<file path="src/rtl/y86_pkg.sv">
// Shared Y86-64 definitions: instruction codes, register specifiers and the
// processor status encoding used by the writeback / PC-update stage.
package y86_pkg;

  localparam logic [3:0] IHALT   = 4'd0;
  localparam logic [3:0] INOP    = 4'd1;
  localparam logic [3:0] IRRMOVQ = 4'd2;
  localparam logic [3:0] IIRMOVQ = 4'd3;
  localparam logic [3:0] IRMMOVQ = 4'd4;
  localparam logic [3:0] IMRMOVQ = 4'd5;
  localparam logic [3:0] IOPQ    = 4'd6;
  localparam logic [3:0] IJXX    = 4'd7;
  localparam logic [3:0] ICALL   = 4'd8;
  localparam logic [3:0] IRET    = 4'd9;
  localparam logic [3:0] IPUSHQ  = 4'd10;
  localparam logic [3:0] IPOPQ   = 4'd11;

  localparam logic [3:0] RRSP  = 4'd4;
  localparam logic [3:0] RNONE = 4'hF;

  localparam int NUM_REGS = 15;

  typedef enum logic [2:0] {
    STAT_AOK = 3'd1,
    STAT_HLT = 3'd2,
    STAT_ADR = 3'd3,
    STAT_INS = 3'd4
  } stat_t;

endpackage

</file>
<file path="src/rtl/wb_pc_update_if.sv">
// Bundle of the retiring-instruction fields, decode read ports and the
// architectural state outputs of the writeback / PC-update stage.
interface wb_pc_update_if;
  import y86_pkg::*;

  logic [3:0]  in_code;
  logic        cnd;
  logic [3:0]  r_a;
  logic [3:0]  r_b;
  logic [63:0] val_e;
  logic [63:0] val_m;
  logic [63:0] val_p;
  logic [63:0] val_c;
  logic        imem_error;
  logic        instr_valid;
  logic        bad_mem2;
  logic [3:0]  src_a;
  logic [3:0]  src_b;
  logic [63:0] val_a_rd;
  logic [63:0] val_b_rd;
  logic [63:0] pc;
  stat_t       stat;
  logic [31:0] retired_cnt;

  // Upstream pipeline / decode side.
  modport master (
    output in_code, cnd, r_a, r_b, val_e, val_m, val_p, val_c,
           imem_error, instr_valid, bad_mem2, src_a, src_b,
    input  val_a_rd, val_b_rd, pc, stat, retired_cnt
  );

  // Writeback stage side.
  modport slave (
    input  in_code, cnd, r_a, r_b, val_e, val_m, val_p, val_c,
           imem_error, instr_valid, bad_mem2, src_a, src_b,
    output val_a_rd, val_b_rd, pc, stat, retired_cnt
  );
endinterface

</file>
<file path="src/rtl/y86_regfile.sv">
// 15 x 64-bit Y86-64 register file: two asynchronous read ports without write
// bypass, two write ports (E then M, so M wins on a shared destination).
module y86_regfile
  import y86_pkg::*;
#(
  parameter logic [63:0] RSP_INIT = 64'd0
) (
  input  logic        clock,
  input  logic        reset,
  input  logic [3:0]  src_a,
  input  logic [3:0]  src_b,
  output logic [63:0] val_a,
  output logic [63:0] val_b,
  input  logic        we,
  input  logic [3:0]  dst_e,
  input  logic [63:0] data_e,
  input  logic [3:0]  dst_m,
  input  logic [63:0] data_m
);

  logic [63:0] regs [NUM_REGS];

  assign val_a = (src_a == RNONE) ? 64'd0 : regs[src_a];
  assign val_b = (src_b == RNONE) ? 64'd0 : regs[src_b];

  // NOTE: the array is reset on purpose -- every register is architectural
  // state with a defined power-on value, so it cannot map to a plain RAM.
  always_ff @(posedge clock) begin
    if (reset) begin
      for (int i = 0; i < NUM_REGS; i++) regs[i] <= 64'd0;
      regs[RRSP] <= RSP_INIT;
    end else if (we) begin
      // NOTE: non-blocking writes; the later M assignment overrides E when
      // both target the same register, which gives popq %rsp its value.
      if (dst_e != RNONE) regs[dst_e] <= data_e;
      if (dst_m != RNONE) regs[dst_m] <= data_m;
    end
  end

endmodule

</file>
<file path="src/rtl/wb_pc_update.sv">
// SEQ Y86-64 writeback and PC-update stage: destination selection, next-PC
// mux, sticky status FSM and retired-instruction counter around the regfile.
module wb_pc_update
  import y86_pkg::*;
#(
  parameter logic [63:0] RESET_PC = 64'd0,
  parameter logic [63:0] RSP_INIT = 64'd0
) (
  input logic          clock,
  input logic          reset,
  wb_pc_update_if.slave bus
);

  logic [63:0] pc_q;
  stat_t       stat_q;
  logic [31:0] cnt_q;

  logic [3:0]  dst_e;
  logic [3:0]  dst_m;
  logic [63:0] next_pc;
  stat_t       insn_stat;
  stat_t       stat_next;
  logic        commit;

  // Destination and next-PC selection for the retiring instruction.
  // NOTE: every output gets a default first so no path infers a latch.
  always_comb begin
    dst_e   = RNONE;
    dst_m   = RNONE;
    next_pc = bus.val_p;
    case (bus.in_code)
      IRRMOVQ:                     dst_e = bus.cnd ? bus.r_b : RNONE;
      IIRMOVQ, IOPQ:               dst_e = bus.r_b;
      ICALL, IRET, IPUSHQ, IPOPQ:  dst_e = RRSP;
      default:                     dst_e = RNONE;
    endcase
    if (bus.in_code == IMRMOVQ || bus.in_code == IPOPQ) dst_m = bus.r_a;
    case (bus.in_code)
      ICALL:   next_pc = bus.val_c;
      IJXX:    next_pc = bus.cnd ? bus.val_c : bus.val_p;
      IRET:    next_pc = bus.val_m;
      default: next_pc = bus.val_p;
    endcase
  end

  // Status FSM: RUN while AOK, any other status is absorbing until reset.
  always_comb begin
    insn_stat = STAT_AOK;
    stat_next = stat_q;
    commit    = 1'b0;
    if (bus.imem_error || bus.bad_mem2) insn_stat = STAT_ADR;
    else if (!bus.instr_valid)          insn_stat = STAT_INS;
    else if (bus.in_code == IHALT)      insn_stat = STAT_HLT;
    if (stat_q == STAT_AOK) begin
      stat_next = insn_stat;
      commit    = (insn_stat == STAT_AOK);
    end
  end

  always_ff @(posedge clock) begin
    if (reset) begin
      pc_q   <= RESET_PC;
      stat_q <= STAT_AOK;
      cnt_q  <= 32'd0;
    end else begin
      stat_q <= stat_next;
      if (commit) begin
        pc_q  <= next_pc;
        cnt_q <= cnt_q + 32'd1;
      end
    end
  end

  y86_regfile #(.RSP_INIT(RSP_INIT)) u_regfile (
    .clock  (clock),
    .reset  (reset),
    .src_a  (bus.src_a),
    .src_b  (bus.src_b),
    .val_a  (bus.val_a_rd),
    .val_b  (bus.val_b_rd),
    .we     (commit),
    .dst_e  (dst_e),
    .data_e (bus.val_e),
    .dst_m  (dst_m),
    .data_m (bus.val_m)
  );

  assign bus.pc          = pc_q;
  assign bus.stat        = stat_q;
  assign bus.retired_cnt = cnt_q;

endmodule

</file>
<file path="src/flat_wrapper.sv">
// flat-port wrapper written by rule: the top's interface ports become plain ports
module wb_pc_update_flat import y86_pkg::*;
#(
  parameter logic [63:0] RESET_PC = 64'd0,
  parameter logic [63:0] RSP_INIT = 64'd0
)
  (clock, reset, bus_in_code, bus_cnd, bus_r_a, bus_r_b, bus_val_e, bus_val_m, bus_val_p, bus_val_c, bus_imem_error, bus_instr_valid, bus_bad_mem2, bus_src_a, bus_src_b, bus_val_a_rd, bus_val_b_rd, bus_pc, bus_stat, bus_retired_cnt);
  wb_pc_update_if bus_i ();
  input logic clock;
  input logic reset;
  input wire logic [$bits(bus_i.in_code)-1:0] bus_in_code;
  input wire logic [$bits(bus_i.cnd)-1:0] bus_cnd;
  input wire logic [$bits(bus_i.r_a)-1:0] bus_r_a;
  input wire logic [$bits(bus_i.r_b)-1:0] bus_r_b;
  input wire logic [$bits(bus_i.val_e)-1:0] bus_val_e;
  input wire logic [$bits(bus_i.val_m)-1:0] bus_val_m;
  input wire logic [$bits(bus_i.val_p)-1:0] bus_val_p;
  input wire logic [$bits(bus_i.val_c)-1:0] bus_val_c;
  input wire logic [$bits(bus_i.imem_error)-1:0] bus_imem_error;
  input wire logic [$bits(bus_i.instr_valid)-1:0] bus_instr_valid;
  input wire logic [$bits(bus_i.bad_mem2)-1:0] bus_bad_mem2;
  input wire logic [$bits(bus_i.src_a)-1:0] bus_src_a;
  input wire logic [$bits(bus_i.src_b)-1:0] bus_src_b;
  output wire logic [$bits(bus_i.val_a_rd)-1:0] bus_val_a_rd;
  output wire logic [$bits(bus_i.val_b_rd)-1:0] bus_val_b_rd;
  output wire logic [$bits(bus_i.pc)-1:0] bus_pc;
  output wire logic [$bits(bus_i.stat)-1:0] bus_stat;
  output wire logic [$bits(bus_i.retired_cnt)-1:0] bus_retired_cnt;
  assign bus_i.in_code = bus_in_code;
  assign bus_i.cnd = bus_cnd;
  assign bus_i.r_a = bus_r_a;
  assign bus_i.r_b = bus_r_b;
  assign bus_i.val_e = bus_val_e;
  assign bus_i.val_m = bus_val_m;
  assign bus_i.val_p = bus_val_p;
  assign bus_i.val_c = bus_val_c;
  assign bus_i.imem_error = bus_imem_error;
  assign bus_i.instr_valid = bus_instr_valid;
  assign bus_i.bad_mem2 = bus_bad_mem2;
  assign bus_i.src_a = bus_src_a;
  assign bus_i.src_b = bus_src_b;
  assign bus_val_a_rd = bus_i.val_a_rd;
  assign bus_val_b_rd = bus_i.val_b_rd;
  assign bus_pc = bus_i.pc;
  assign bus_stat = bus_i.stat;
  assign bus_retired_cnt = bus_i.retired_cnt;
  wb_pc_update #(.RESET_PC(RESET_PC), .RSP_INIT(RSP_INIT)) u_core (.clock(clock), .reset(reset), .bus(bus_i));
endmodule
</file>
<file path="config.mk">
export PLATFORM = sky130hd
export DESIGN_NAME = wb_pc_update_flat
export DESIGN_NICKNAME = d
export VERILOG_FILES = /design/src/rtl/y86_pkg.sv /design/src/rtl/wb_pc_update_if.sv /design/src/rtl/y86_regfile.sv /design/src/rtl/wb_pc_update.sv /design/src/flat_wrapper.sv
export SDC_FILE = /design/constraint.sdc
export NUM_CORES = 2
export LEC_CHECK = 0
export BUFFER_PORTS_ARGS = -buffer_cell sky130_fd_sc_hd__buf_2
export CORE_MARGIN = 2
export CORE_UTILIZATION = 35
export CTS_CLUSTER_DIAMETER = 60
export DETAILED_ROUTE_END_ITERATION = 16
export SLEW_MARGIN = 25
export SYNTH_ARGS = -nofsm -noshare
export SYNTH_HDL_FRONTEND = slang
export SYNTH_SLANG_ARGS = --single-unit
</file>
<file path="constraint.sdc">
create_clock -name clock -period 6.3 [get_ports clock]
set_clock_uncertainty 0.1 [all_clocks]
set_input_delay 1.26 -clock clock [delete_from_list [all_inputs] [get_ports clock]]
set_output_delay 1.26 -clock clock [all_outputs]
set_load 0.1 [all_outputs]
</file>
==> impl_metrics.yaml <==
critical_path:
  critPathLaunchType: "input port"
  path_class: "input port to primary output"
  worst-endpoint-arrival_ns: 4.25
  r2r_cells: 6
  end_kind: "primary output"
  required_ns: 4.94
  cp_max_fo: 68
clock_network:
  cts_root_buffer: "clkbuf_16"
  htreeDepth: 4
  cts_buffer_depth: 3
  holdBufCountCts: 0
  post_cts_buffers: 0
  cts_buffers: 136
  post_cts_resized: 0
  numClockSinks: 1123
  cts.reportedPaths.clkPinSlew_ns: 0.06
  clkLatencyLatePin_ns: 0.82
  cts_tree: "yes"
floorplanning:
  die_w_um: 436
  io_pins: 509
  die_h_um: 436
  initial_utilization_pct: 35.3
  fp.coreArea_um2: 185000
  rows: 158
  die_area_um2: 190000
grt:
  grt_pass1_vias: 56600
  grt_max_degree: 203
  overflow: 0
  grt_antenna_before_repair: 51
  grt_pass1_wl_mm: 420
  grt_use_total_pct: 30.7
layout:
  nets: 5675
  layout_common_cells: "edfxtp_1 (1024), buf_2 (491), mux4_2 (384), nand2_1 (338), o31ai_1 (330)"
  drive_above_1_share_pct: 24.8
  final_common_cell: "edfxtp_1"
  final-seq-area_um2: 32700
  multi_input_area_um2: 29600
  fillers: 17300
  area_delta_synth_final_pct: 14.6
drt:
  ant_nets: 0
  dr_total_vias: 57700
  drc: 0
  drt_iter0_drc: 9668
  vias_per_cell: 7.21
  routed_wl_mm: 303
  avgRoutedWirePerCell_um: 37.8
  first_pass_iters: 8
pwr:
  finalPower_mw: 19.9
  ir_drop_mv: 0.238
  powerDensity_nw_per_um2: 266
  leakage_nw: 25.7
timing:
  final-setup-viol-count: 0
  timing.final.crit_share_pct: 89.1
  worst_slew_pin_slew_ns: 1.20
  rsz0062_at_grt: "no"
  tns_ns: 0
  fmax_mhz: 178
  hold_viol: 0
  worst_slew_margin_rel_pct: 20.0
  fin_crit_ns: 5.61
  setup_slack_ns: 0.685
  drv_slew: 0
placement:
  dp_hpwl_mm: 168
  preCtsSetupSlack_ns: 0.834
  gp_congestion: 0.867
  place.port_buffers: 508
logic_synthesis:
  synthTopCellsByArea: "edfxtp_1 (47%), mux4_2 (13%), a22o_1 (4.3%)"
  synth_ff_type: "edfxtp_1"
  ys_types: 73
  syn_area_um2: 65400
  synth_warnings: 0
  synth_edf_count: 1024
  ys_seq_area_share_pct: 50.1
  synth_area_leader_cell: "edfxtp_1"
  ys_seq_elements: 1123
  syn_inst: 5296
  ys_async_sr_fraction_pct: 0
  yosys.area.top_type_share_pct: 47.0
  syn_area_per_cell_um2: 12.3
flow_run:
  drv_cap: 0
outcome:
  status: "finished, final reports clean"
min_path:
  hold_depth: 2
  hold_path_class: "flip-flop to flip-flop"
## logic make-up after synthesis
logic type	Yosys count	share of synthesized area [%]
AO/OA/AOI/OAI	1673	20.0
AND/OR/NAND/NOR	962	7.00
adder cells (fa/ha/maj)	1	0.0191
multiplexers	648	17.3
flip-flops	1123	50.1
other	1	0.00574
XOR/XNOR	5	0.0670
buffers and inverters	883	5.57
## cell usage after synthesis (all sizes together) (90+ instances only)
| cell | instances |
|---|---|
| a32o | 192 |
| a22o | 320 |
| edfxtp | 1024 |
| buf | 281 |
| o31ai | 330 |
| o21ai | 136 |
| o22ai | 128 |
| a32oi | 129 |
| a221oi | 192 |
| clkbuf | 530 |
| a21oi | 145 |
| nor2 | 90 |
| mux4 | 384 |
| nand2 | 338 |
| nand3 | 333 |
| mux2i | 256 |
| dfxtp | 99 |
## report_power, final
group	internal (mW)	total (mW)	leakage, nW	switching, mW
sequential	8.40	8.56	11.3	0.160
clock	4.53	7.94	2.11	3.41
combinational	0.850	3.42	12.4	2.57
## routing by layer
layer  share of wire (%)  vias to the layer above  global-route usage, %
met5               0.053                        -                  0.101
met4                 7.6                       26                   20.6
met3                  15                     1351                   9.86
met2                  44                     5558                   46.1
met1                  34                    28700                   37.7
li1                    -                    22100                      -
## metrics by stage
step / hold WS, ns / area (um^2) / utilization [%] / cells
floorplan: 0.806 / 65600 / - / 5359
global placement: 0.373 / 70400 / 38.0 / 7732
detailed placement: 0.387 / 70400 / 38.0 / 7733
CTS: 0.398 / 74800 / 40.3 / 7977
global route: 0.415 / 74900 / 40.4 / 7997
finish: 0.395 / 74900 / 40.4 / 8003
## registers in the layout, summed over array words and instances (netlist names)
signal,flops
u_core.u_regfile.regs,1024
u_core.bus.pc,64
u_core.bus.retired_cnt,32
u_core.bus.stat,3
## worst max-delay path: stages
cell and delay (ns):
buf_8 0.59, buf_4 0.36, mux2i_1 0.10, a221oi_1 0.34, a21oi_1 0.07, o21ai_0 0.81, buf_2 0.58
## area by class of cell
cell class,instances,area share [%]
Antenna cell,25,0.0835
Clock buffer,173,4.93
Clock inverter,71,0.897
Inverter,72,0.361
Multi-Input combinational cell,3353,39.6
Sequential cell,1123,43.7
Tap cell,2480,4.14
Timing Repair Buffer,706,6.31
## final timing paths
check / to / from / slack [ns]
hold / removal: u_core.bus.pc[43]$_SDFFE_PP0N_ / u_core.bus.pc[43]$_SDFFE_PP0N_ / 0.40
setup / recovery: bus_val_a_rd[62] / bus_src_a[0] / 0.69
hold reg to reg: u_core.bus.pc[43]$_SDFFE_PP0N_ / u_core.bus.pc[43]$_SDFFE_PP0N_ / 0.40
setup reg to reg: u_core.u_regfile.regs[14][19]$_DFFE_PP_ / u_core.bus.stat[0]$_SDFFE_PP1N_ / 2.27
(Power assumes the default switching activity.)
